`src/rtl/bpred_pkg.sv`:
```
// Shared types for the execute-side branch-predictor resolve path:
// per-branch prediction metadata and the update FSM states.
package bpred_pkg;

   localparam int unsigned BIMODAL_W = 12;

   typedef struct packed {
      logic                 p_dir;
      logic [31:0]          p_target;
      logic [31:0]          PC4;
      logic [BIMODAL_W-1:0] bimodal;
      logic                 isCall;
      logic                 isRet;
   } bpred_meta_t;

   typedef enum logic {
      ST_IDLE = 1'b0,
      ST_UPD  = 1'b1
   } bpred_state_t;

endpackage

```
`src/rtl/bpred_meta_fifo.sv`:
```
// In-order queue of prediction metadata between fetch and execute.
// Flush empties the queue and drops any same-cycle write.
module bpred_meta_fifo
   import bpred_pkg::*;
#(
   parameter int unsigned DEPTH = 8
) (
   input  logic        clk,
   input  logic        reset_n,
   input  logic        flush,
   input  logic        wr_en,
   input  bpred_meta_t wr_data,
   input  logic        rd_en,
   output bpred_meta_t rd_data,
   output logic        full,
   output logic        empty
);

   localparam int unsigned PTR_W = $clog2(DEPTH);
   localparam int unsigned CNT_W = PTR_W + 1;

   bpred_meta_t          mem [DEPTH];
   logic [PTR_W-1:0]     wr_ptr;
   logic [PTR_W-1:0]     rd_ptr;
   logic [CNT_W-1:0]     count;

   assign rd_data = mem[rd_ptr];
   assign full    = (count == CNT_W'(DEPTH));
   assign empty   = (count == '0);

   always_ff @(posedge clk) begin
      if (wr_en && !flush) begin
         mem[wr_ptr] <= wr_data;
      end
   end

   always_ff @(posedge clk or negedge reset_n) begin
      if (!reset_n) begin
         wr_ptr <= '0;
         rd_ptr <= '0;
         count  <= '0;
      end else if (flush) begin
         // write pointer is left alone; emptiness comes from rd_ptr catching up
         rd_ptr <= wr_ptr;
         count  <= '0;
      end else begin
         if (wr_en) wr_ptr <= wr_ptr + 1'b1;
         if (rd_en) rd_ptr <= rd_ptr + 1'b1;
         case ({wr_en, rd_en})
            2'b10:   count <= count + 1'b1;
            2'b01:   count <= count - 1'b1;
            default: count <= count;
         endcase
      end
   end

endmodule

```
`src/rtl/bpred_resolve.sv`:
```
// Execute-side end of the branch-predictor update interface: pops metadata on
// resolve, detects mispredicts, drives the predictor update bundle and redirect.
module bpred_resolve #(
   parameter int unsigned DEPTH     = 8,
   parameter int unsigned BIMODAL_W = bpred_pkg::BIMODAL_W
) (
   input  logic                 clk,
   input  logic                 reset_n,
   input  logic                 fetch_bpredres_valid,
   input  logic                 fetch_bpredres_p_dir,
   input  logic [31:0]          fetch_bpredres_p_target,
   input  logic [31:0]          fetch_bpredres_PC4,
   input  logic [BIMODAL_W-1:0] fetch_bpredres_bimodal,
   input  logic                 fetch_bpredres_isCall,
   input  logic                 fetch_bpredres_isRet,
   output logic                 bpredres_fetch_full,
   input  logic                 exec_bpredres_valid,
   input  logic                 exec_bpredres_dir,
   input  logic [31:0]          exec_bpredres_target,
   output logic                 bpredres_exec_ready,
   input  logic                 soin_bpredictor_stall,
   output logic                 execute_bpredictor_update,
   output logic [31:0]          execute_bpredictor_PC4,
   output logic [31:0]          execute_bpredictor_target,
   output logic                 execute_bpredictor_dir,
   output logic                 execute_bpredictor_miss,
   output logic [BIMODAL_W-1:0] execute_bpredictor_bimodal,
   output logic                 execute_missPred,
   output logic                 execute_c_r_after_r,
   output logic                 execute_isCall,
   output logic [31:0]          bpredres_redirect_PC,
   output logic                 bpredres_underflow
);

   import bpred_pkg::*;

   bpred_meta_t  meta_in;
   bpred_meta_t  head;
   logic         full;
   logic         empty;
   logic         deq;
   logic         enq;
   logic         miss_c;
   logic         flush;
   logic         last_was_ret;
   bpred_state_t state_q;
   bpred_state_t state_d;

   always_comb begin
      meta_in          = '0;
      meta_in.p_dir    = fetch_bpredres_p_dir;
      meta_in.p_target = fetch_bpredres_p_target;
      meta_in.PC4      = fetch_bpredres_PC4;
      meta_in.bimodal  = fetch_bpredres_bimodal;
      meta_in.isCall   = fetch_bpredres_isCall;
      meta_in.isRet    = fetch_bpredres_isRet;
   end

   assign bpredres_exec_ready = !((state_q == ST_UPD) && soin_bpredictor_stall);
   assign deq                 = exec_bpredres_valid && bpredres_exec_ready && !empty;
   assign enq                 = fetch_bpredres_valid && (!full || deq);
   assign bpredres_fetch_full = full;

   // a not-taken resolve never compares targets
   assign miss_c = (head.p_dir != exec_bpredres_dir) ||
                   (exec_bpredres_dir && (head.p_target != exec_bpredres_target));
   assign flush  = deq && miss_c;

   bpred_meta_fifo #(
      .DEPTH (DEPTH)
   ) u_fifo (
      .clk     (clk),
      .reset_n (reset_n),
      .flush   (flush),
      .wr_en   (enq),
      .wr_data (meta_in),
      .rd_en   (deq),
      .rd_data (head),
      .full    (full),
      .empty   (empty)
   );

   always_ff @(posedge clk or negedge reset_n) begin
      if (!reset_n) state_q <= ST_IDLE;
      else          state_q <= state_d;
   end

   always_comb begin
      state_d = state_q;
      case (state_q)
         ST_IDLE: if (deq) state_d = ST_UPD;
         ST_UPD:  if (!deq && !soin_bpredictor_stall) state_d = ST_IDLE;
         default: state_d = ST_IDLE;
      endcase
   end

   assign execute_bpredictor_update = (state_q == ST_UPD);

   always_ff @(posedge clk or negedge reset_n) begin
      if (!reset_n) begin
         execute_bpredictor_PC4     <= '0;
         execute_bpredictor_target  <= '0;
         execute_bpredictor_dir     <= 1'b0;
         execute_bpredictor_miss    <= 1'b0;
         execute_bpredictor_bimodal <= '0;
         execute_c_r_after_r        <= 1'b0;
         execute_isCall             <= 1'b0;
         bpredres_redirect_PC       <= '0;
         execute_missPred           <= 1'b0;
         last_was_ret               <= 1'b0;
         bpredres_underflow         <= 1'b0;
      end else begin
         execute_missPred <= flush;
         if (deq) begin
            execute_bpredictor_PC4     <= head.PC4;
            execute_bpredictor_target  <= exec_bpredres_target;
            execute_bpredictor_dir     <= exec_bpredres_dir;
            execute_bpredictor_miss    <= miss_c;
            execute_bpredictor_bimodal <= head.bimodal;
            execute_c_r_after_r        <= miss_c && (head.isCall || head.isRet) && last_was_ret;
            execute_isCall             <= head.isCall;
            bpredres_redirect_PC       <= exec_bpredres_dir ? exec_bpredres_target : head.PC4;
         end
         if (flush)    last_was_ret <= 1'b0;
         else if (deq) last_was_ret <= head.isRet;
         if (exec_bpredres_valid && empty) bpredres_underflow <= 1'b1;
      end
   end

endmodule

```
`config.mk`:
```
export PLATFORM = sky130hd
export DESIGN_NAME = bpred_resolve
export DESIGN_NICKNAME = d
export VERILOG_FILES = /design/src/rtl/bpred_pkg.sv /design/src/rtl/bpred_meta_fifo.sv /design/src/rtl/bpred_resolve.sv
export SDC_FILE = /design/constraint.sdc
export NUM_CORES = 1
export LEC_CHECK = 0
export ABC_AREA = 0
export BUFFER_PORTS_ARGS = -buffer_cell sky130_fd_sc_hd__buf_2
export CAP_MARGIN = 20
export CORE_AREA = 2 2 202 403
export DETAILED_ROUTE_END_ITERATION = 8
export DIE_AREA = 0 0 204 405
export GPL_ROUTABILITY_DRIVEN = 0
export HOLD_SLACK_MARGIN = 0.1
export PLACE_DENSITY_LB_ADDON = 0.3
export SLEW_MARGIN = 25
export SYNTH_ARGS = -nofsm -noshare
export SYNTH_HDL_FRONTEND = slang
export SYNTH_SLANG_ARGS = --single-unit
```
`constraint.sdc`:
```
create_clock -name clk -period 12.2 [get_ports clk]
set_clock_uncertainty 0.15 [all_clocks]
set_input_delay 0.61 -clock clk [delete_from_list [all_inputs] [get_ports clk]]
set_output_delay 0.61 -clock clk [all_outputs]
set_load 0.03 [all_outputs]
```
* Word level (Yosys, flattened, before mapping)
Memory sizes are Yosys's and may differ from the RTL's.
Index checks and enable logic that the tools add are counted.
Widths: inputs -> output; s select.
** Word-level totals
- Register bits :: 126
- Latch bits :: 0
- Bits in writable memories :: 632
- ROM bits :: 0
- Input bits :: 117
- Output and inout bits :: 117
- Word-level logic and storage cells :: 63
- Memories kept :: 1
** Operators by class
- Add/sub/neg operators :: 4
- $mul :: 0
- Div/mod/pow operators :: 0
- $lt $le $gt $ge :: 0
- Equal/unequal tests :: 5
- Shifts and indexed selects :: 0
- Muxes and demuxes :: 12
- Bitwise logic cells :: 2
- Reduce and logical (&&, ||, !) cells :: 24
** Memories
- u_fifo.mem :: words 8, bits a word 79, rd ports 1, clocked after memory_dff 0, write ports 1, RTL line bpred_meta_fifo.sv:22 : bpred_meta_t mem [DEPTH];
** Operators with widths (count)
- $mux 32 :: 1
- $ne 32x32->1 :: 1
- $logic_and 1x1->1 :: 11
- $pmux 4 s2 :: 1
- $add 3x1->3 const B :: 2
- $logic_not 1->1 :: 6
- $mux 1 :: 6
- $mux 3 :: 2
- $add 4x1->4 const B :: 1
- $eq 4x4->1 const B :: 1
- $logic_not 4->1 :: 1
- $mux 4 :: 1
- $sub 4x1->4 const B :: 1
- $logic_or 1x1->1 :: 3
- $reduce_bool 3->1 :: 1
- $eq 2x1->1 const B :: 1
- $eq 2x2->1 const B :: 1
- $not 1->1 :: 2
- $pmux 1 s2 :: 1
- $reduce_and 2->1 :: 1
- $reduce_bool 2->1 :: 1
- $ne 1x1->1 :: 1

* Logic depth before layout (Yosys ltp)
- Depth in word-level cells :: 9
- Mapped depth :: 13
- Depth with buffers taken out :: 11

* Cells and area by module
From an unflattened synthesis, not the netlist that was laid out.
** Second synthesis, totals
- Cell total of the unflattened synthesis :: 1528
- Area, all modules :: 29338.1 um2
** By module, submodules not included
- bpred_meta_fifo :: instances 1, cells an instance 990, area each 24375.9 um2, seq. area each 19228.4 um2
- bpred_resolve :: instances 1, cells an instance 538, area each 4962.3 um2, seq. area each 2902.8 um2

* Worst setup path before layout
Ideal clock, no wire load.
- Kind :: reg-to-reg
- Start :: register u_fifo.rd_ptr[1]
- End :: memory u_fifo.mem[0][0] in the netlist's numbering, enable pin
- Library setup time :: 0.711 ns
- Arrival :: 10.022 ns
- Required time :: 11.339 ns
- Setup slack :: 1.317 ns
- Stages on the path, launching flop included :: 13
- Buffers on the path :: 4
- Clock period less this slack :: 10.883 ns
- Cell sequence :: dfrtp_1 buf_2 buf_6 buf_2 buf_4 mux2i_1 nand3b_1 and4_1 nor3_1 nand4_1 nor4_4 o21ai_4 nor4_1
** On the way
- Longest elaborated chain between the ends :: 9
- Elaborated cells on any way between the ends :: 10
- Those cells by class :: 2 x eq/ne; 2 x mux; 5 x reduce/logical; 1 x memory
** Ends and longest elaborated chain
- from (decl) :: RTL line bpred_meta_fifo.sv:24 : logic [PTR_W-1:0] rd_ptr;
- from (signal assigned) :: RTL line bpred_meta_fifo.sv:44 : rd_ptr <= wr_ptr;
- from (signal assigned) :: RTL line bpred_meta_fifo.sv:48 : if (rd_en) rd_ptr <= rd_ptr + 1'b1;
- $mem_v2 8x79 (*)
- $ne 32x32->1 :: RTL line bpred_resolve.sv:66 : (exec_bpredres_dir && (head.p_target != exec_bpredres_target));
- $logic_and 1x1->1 :: RTL line bpred_resolve.sv:66
- $logic_or 1x1->1 (*) :: RTL line bpred_resolve.sv:65 : assign miss_c = (head.p_dir != exec_bpredres_dir) ||
- $logic_and 1x1->1 (*) :: RTL line bpred_resolve.sv:67 : assign flush = deq && miss_c;
- $logic_not 1->1 (*) :: RTL line bpred_meta_fifo.sv:32 : if (wr_en && !flush) begin
- $logic_and 1x1->1 (*) :: RTL line bpred_meta_fifo.sv:32
- $mux 1 (*) :: RTL line bpred_meta_fifo.sv:32
- $mux 1 (implied by the code) (*) :: RTL line bpred_meta_fifo.sv:33 : mem[wr_ptr] <= wr_data;
- to (decl) :: RTL line bpred_meta_fifo.sv:22
Mark *: on every way between the ends. The rest lies on a longest branch, timed or not.

* Worst setup path in the final report
- Start :: register u_fifo.rd_ptr[2]
- End :: memory u_fifo.mem[3][55] in the netlist's numbering, enable pin
The elaborated chain is that of the path after synthesis.

==> impl_metrics.toml <==
[setup_path]
max_stage_delay_ps = 710
crit_chain = "buf_4 > buf_4 > mux4_2 > mux2i_1 > xnor2_1 > nor2_1 > nand4_1 > nor4_4 > o21ai_4 > nor4_2 > buf_4 > buf_4"
cpLargestDelayFamily = "buffers and inverters"
cp_max_fo = 48
end_kind = "flip-flop"
crit_required_ps = 12270
path_common_cell = "buf_4"
worst_setup_path_start_kind = "flip-flop"
crit_buf_inv = 4
crit_slowest_cell = "buf_4"
arrival_ps = 6210
path_class = "flip-flop to flip-flop"

[final_layout]
mostFrequentLayoutCells = "632 x edfxtp_1, 232 x buf_2, 185 x nand2_1, 137 x mux4_2, 123 x dfrtp_1"
mostFrequentLayoutCell = "edfxtp_1"
fill_cells = 7110
area_growth_pct = 16.10
final_util_pct = 42.51
fin_nets = 1938
drive_gt1_share_pct = 28.19

[synthesis]
syn-num-nets = 1685
synth_edf_count = 632
ys_warn_count = 0
synth.mux.area_fraction_pct = 14.57
synth_sequential_area_ratio_pct = 75.72
ys_types = 56
synth_cells = 1563
synth_fa_ha_area_share_pct = 0.2397
avgSynthCellArea_um2 = 18.70
synth_top_family_by_area = "multiplexers"
synth_area_um2 = 29230
synth_compound_area_share_pct = 3.108
synth-simple-area-share_pct = 4.002
synthFlopType = "edfxtp_1"
synth-xor-area-share_pct = 0.8390
async_flop_share_pct = 16.62
ys_seq_elements = 758

[clocking]
htree_levels = 3
numClockSinks = 758
cts_root_buf = "clkbuf_16"
clk_path_buf_depth = 3
cts_made_buffers = 70
clk_pin_slew_ps = 60
cts_tree = "done"
clk_latency_ps = 600

[power]
leakage_nw = 12.37
p_per_area_nw_per_um2 = 242.5
ir_drop_uv = 163.4

[routing]
routed_wirelength_um = 69480
wl_met3_um = 5244
m1WireLength_um = 30110
wl_per_cell_um = 23.86
maxUsedRoutingLayer = "met5"
drtIter0Drc = 1124
drc = 0
ant_nets = 0
dr_wl_met2_um = 32020
viasPerCell = 5.166
vias = 15043
drt-pass1-iter-count = 5

[grt]
grt_pass1_wl_um = 102500
grt.overflow.total = 0
grt_pass1_vias = 15270
grt.total_usage_pct = 16.92
antenna_found_initial = 17
grt_max_degree = 119

[sta]
fmax_mhz = 162.8
max_slew_margin_pct = 34.91
slew_violations = 0
worst_pin_slew_ps = 976.4
finalSetupTns_ps = 0
rsz0062_at_grt = "false"
fin_crit_ps = 6143
setup_viol = 0
period_share_pct = 50.35
final_hold_viol_count = 0

[placed_design]
io_buffers = 233
hpwl_um = 43420

[floorplan]
die_w_um = 204
pin_count = 234
dieArea_um2 = 82620
core_um2 = 79820
initial_core_util_pct = 36.62
die_h_um = 405
rows = 147

[job]
cap_violations = 0

[hold_path]
min_path_type = "input port to flip-flop"

[run_status]
status = "complete, no violations"
-- report_power, final --
part | leakage (nW) | switching, mW | total (mW) | internal [mW]
clock network | 1.13 | 0.914 | 2.18 | 1.27
registers | 7.28 | 0.221 | 3.53 | 3.31
logic | 3.96 | 1.59 | 2.52 | 0.936
-- layout make-up --
type                            count  area, µm²  area share, %
Inverter                            8      32.53        0.09587
Clock buffer                       95       2022          5.958
Timing Repair Buffer              265       1436          4.233
Multi-Input combinational cell    713       6728          19.83
Clock inverter                     27      260.3         0.7669
Sequential cell                   758      22140          65.25
Antenna cell                        3      7.507        0.02212
Tap cell                         1043       1305          3.846
-- through the flow --
| step | total power [mW] | setup WS (ps) | hold WS (ps) | instances | instance area, µm² |
|---|---|---|---|---|---|
| floorplan | 5.375 | 1317 | 164.4 | 1563 | 29230 |
| global placement | 6.110 | 6074 | 304.4 | 2784 | 31610 |
| detailed placement | 6.148 | 5962 | 308.7 | 2784 | 31610 |
| CTS | 8.341 | 5946 | 100.5 | 2909 | 33920 |
| global route | 8.630 | 5721 | 130.2 | 2911 | 33930 |
| finish | 8.230 | 6057 | 136.4 | 2912 | 33930 |
-- metal layers --
layer  global-route usage (%)  vias to the layer above
met5                        0                        -
met4                    5.784                       20
met3                    3.974                      139
met2                    25.89                      579
met1                    23.80                     7690
li1                         -                     6615
-- worst paths after layout --
check / endpoint / depth (start not counted) / startpoint / slack (ps)
setup / recovery: u_fifo.mem[3][55]$_DFFE_PP_ / 12 / u_fifo.rd_ptr[2]$_DFFE_PN0P_ / 6060
max in group asynchronous: u_fifo.rd_ptr[2]$_DFFE_PN0P_ / 3 / reset_n / 10140
hold / removal: u_fifo.mem[3][35]$_DFFE_PP_ / 1 / fetch_bpredres_PC4[21] / 140
hold reg to reg: execute_bpredictor_target[21]$_DFFE_PN0P_ / 2 / execute_bpredictor_target[21]$_DFFE_PN0P_ / 320
min in group asynchronous: execute_bpredictor_target[1]$_DFFE_PN0P_ / 2 / reset_n / 480
setup reg to reg: u_fifo.mem[3][55]$_DFFE_PP_ / 12 / u_fifo.rd_ptr[2]$_DFFE_PN0P_ / 6060
-- Yosys cell counts (4+ instances only) --
| cell | number | share of area [%] |
|---|---|---|
| edfxtp_1 | 632 | 65 |
| nand2_1 | 185 | 2.4 |
| mux4_2 | 137 | 11 |
| dfrtp_1 | 126 | 11 |
| mux2i_1 | 107 | 3.7 |
| o21ai_0 | 83 | 1.4 |
| clkbuf_1 | 45 | 0.58 |
| nor2_1 | 42 | 0.54 |
| a21oi_1 | 40 | 0.68 |
| xnor2_1 | 19 | 0.57 |
| buf_2 | 18 | 0.31 |
| a22oi_1 | 14 | 0.36 |
| buf_4 | 10 | 0.26 |
| xor2_1 | 9 | 0.27 |
| nand3_1 | 8 | 0.14 |
| buf_1 | 7 | 0.090 |
| inv_1 | 7 | 0.090 |
| a21o_1 | 5 | 0.13 |
| nor2b_1 | 5 | 0.11 |
| nor3_1 | 5 | 0.086 |
| nor4_1 | 5 | 0.11 |
| ha_1 | 4 | 0.17 |
| nand4_1 | 4 | 0.086 |
-- cell families (layout without fill, tap and decap cells) --
kind of cell | Yosys count | after routing
adder cells (fa/ha/maj) | 5 | 5
AO/OA/AOI/OAI | 159 | 159
XOR/XNOR | 28 | 28
other | 0 | 3
multiplexers | 249 | 249
buffers and inverters | 92 | 395
AND/OR/NAND/NOR | 272 | 272
flip-flops | 758 | 758
-- flip-flops by register name (all words and copies together) (netlist names), 3 cells and up --
name	cells
bpredres_redirect_PC	32
execute_bpredictor_PC4	32
execute_bpredictor_bimodal	12
execute_bpredictor_target	32
u_fifo.count	4
u_fifo.mem	632
u_fifo.rd_ptr	3
u_fifo.wr_ptr	3
-- worst register-to-register path, delay by kind of cell (launching register included) --
kind	cells	cell delay, ps
and+or+nand+nor	4	1400
muxes	2	620
DFF	1	630
AOI/OAI and AO/OA	1	230
xor gates and xnor gates	1	100
buffers and inverters	4	2580
-- repair_timing --
action                                 CTS  global route
hold buffers                             3             0
setup buffers                            0             0
endpoints found under the hold margin   86             0
resized for setup                        0             0
setup endpoints to repair                0             0
Power figures use the tool's default switching activity.
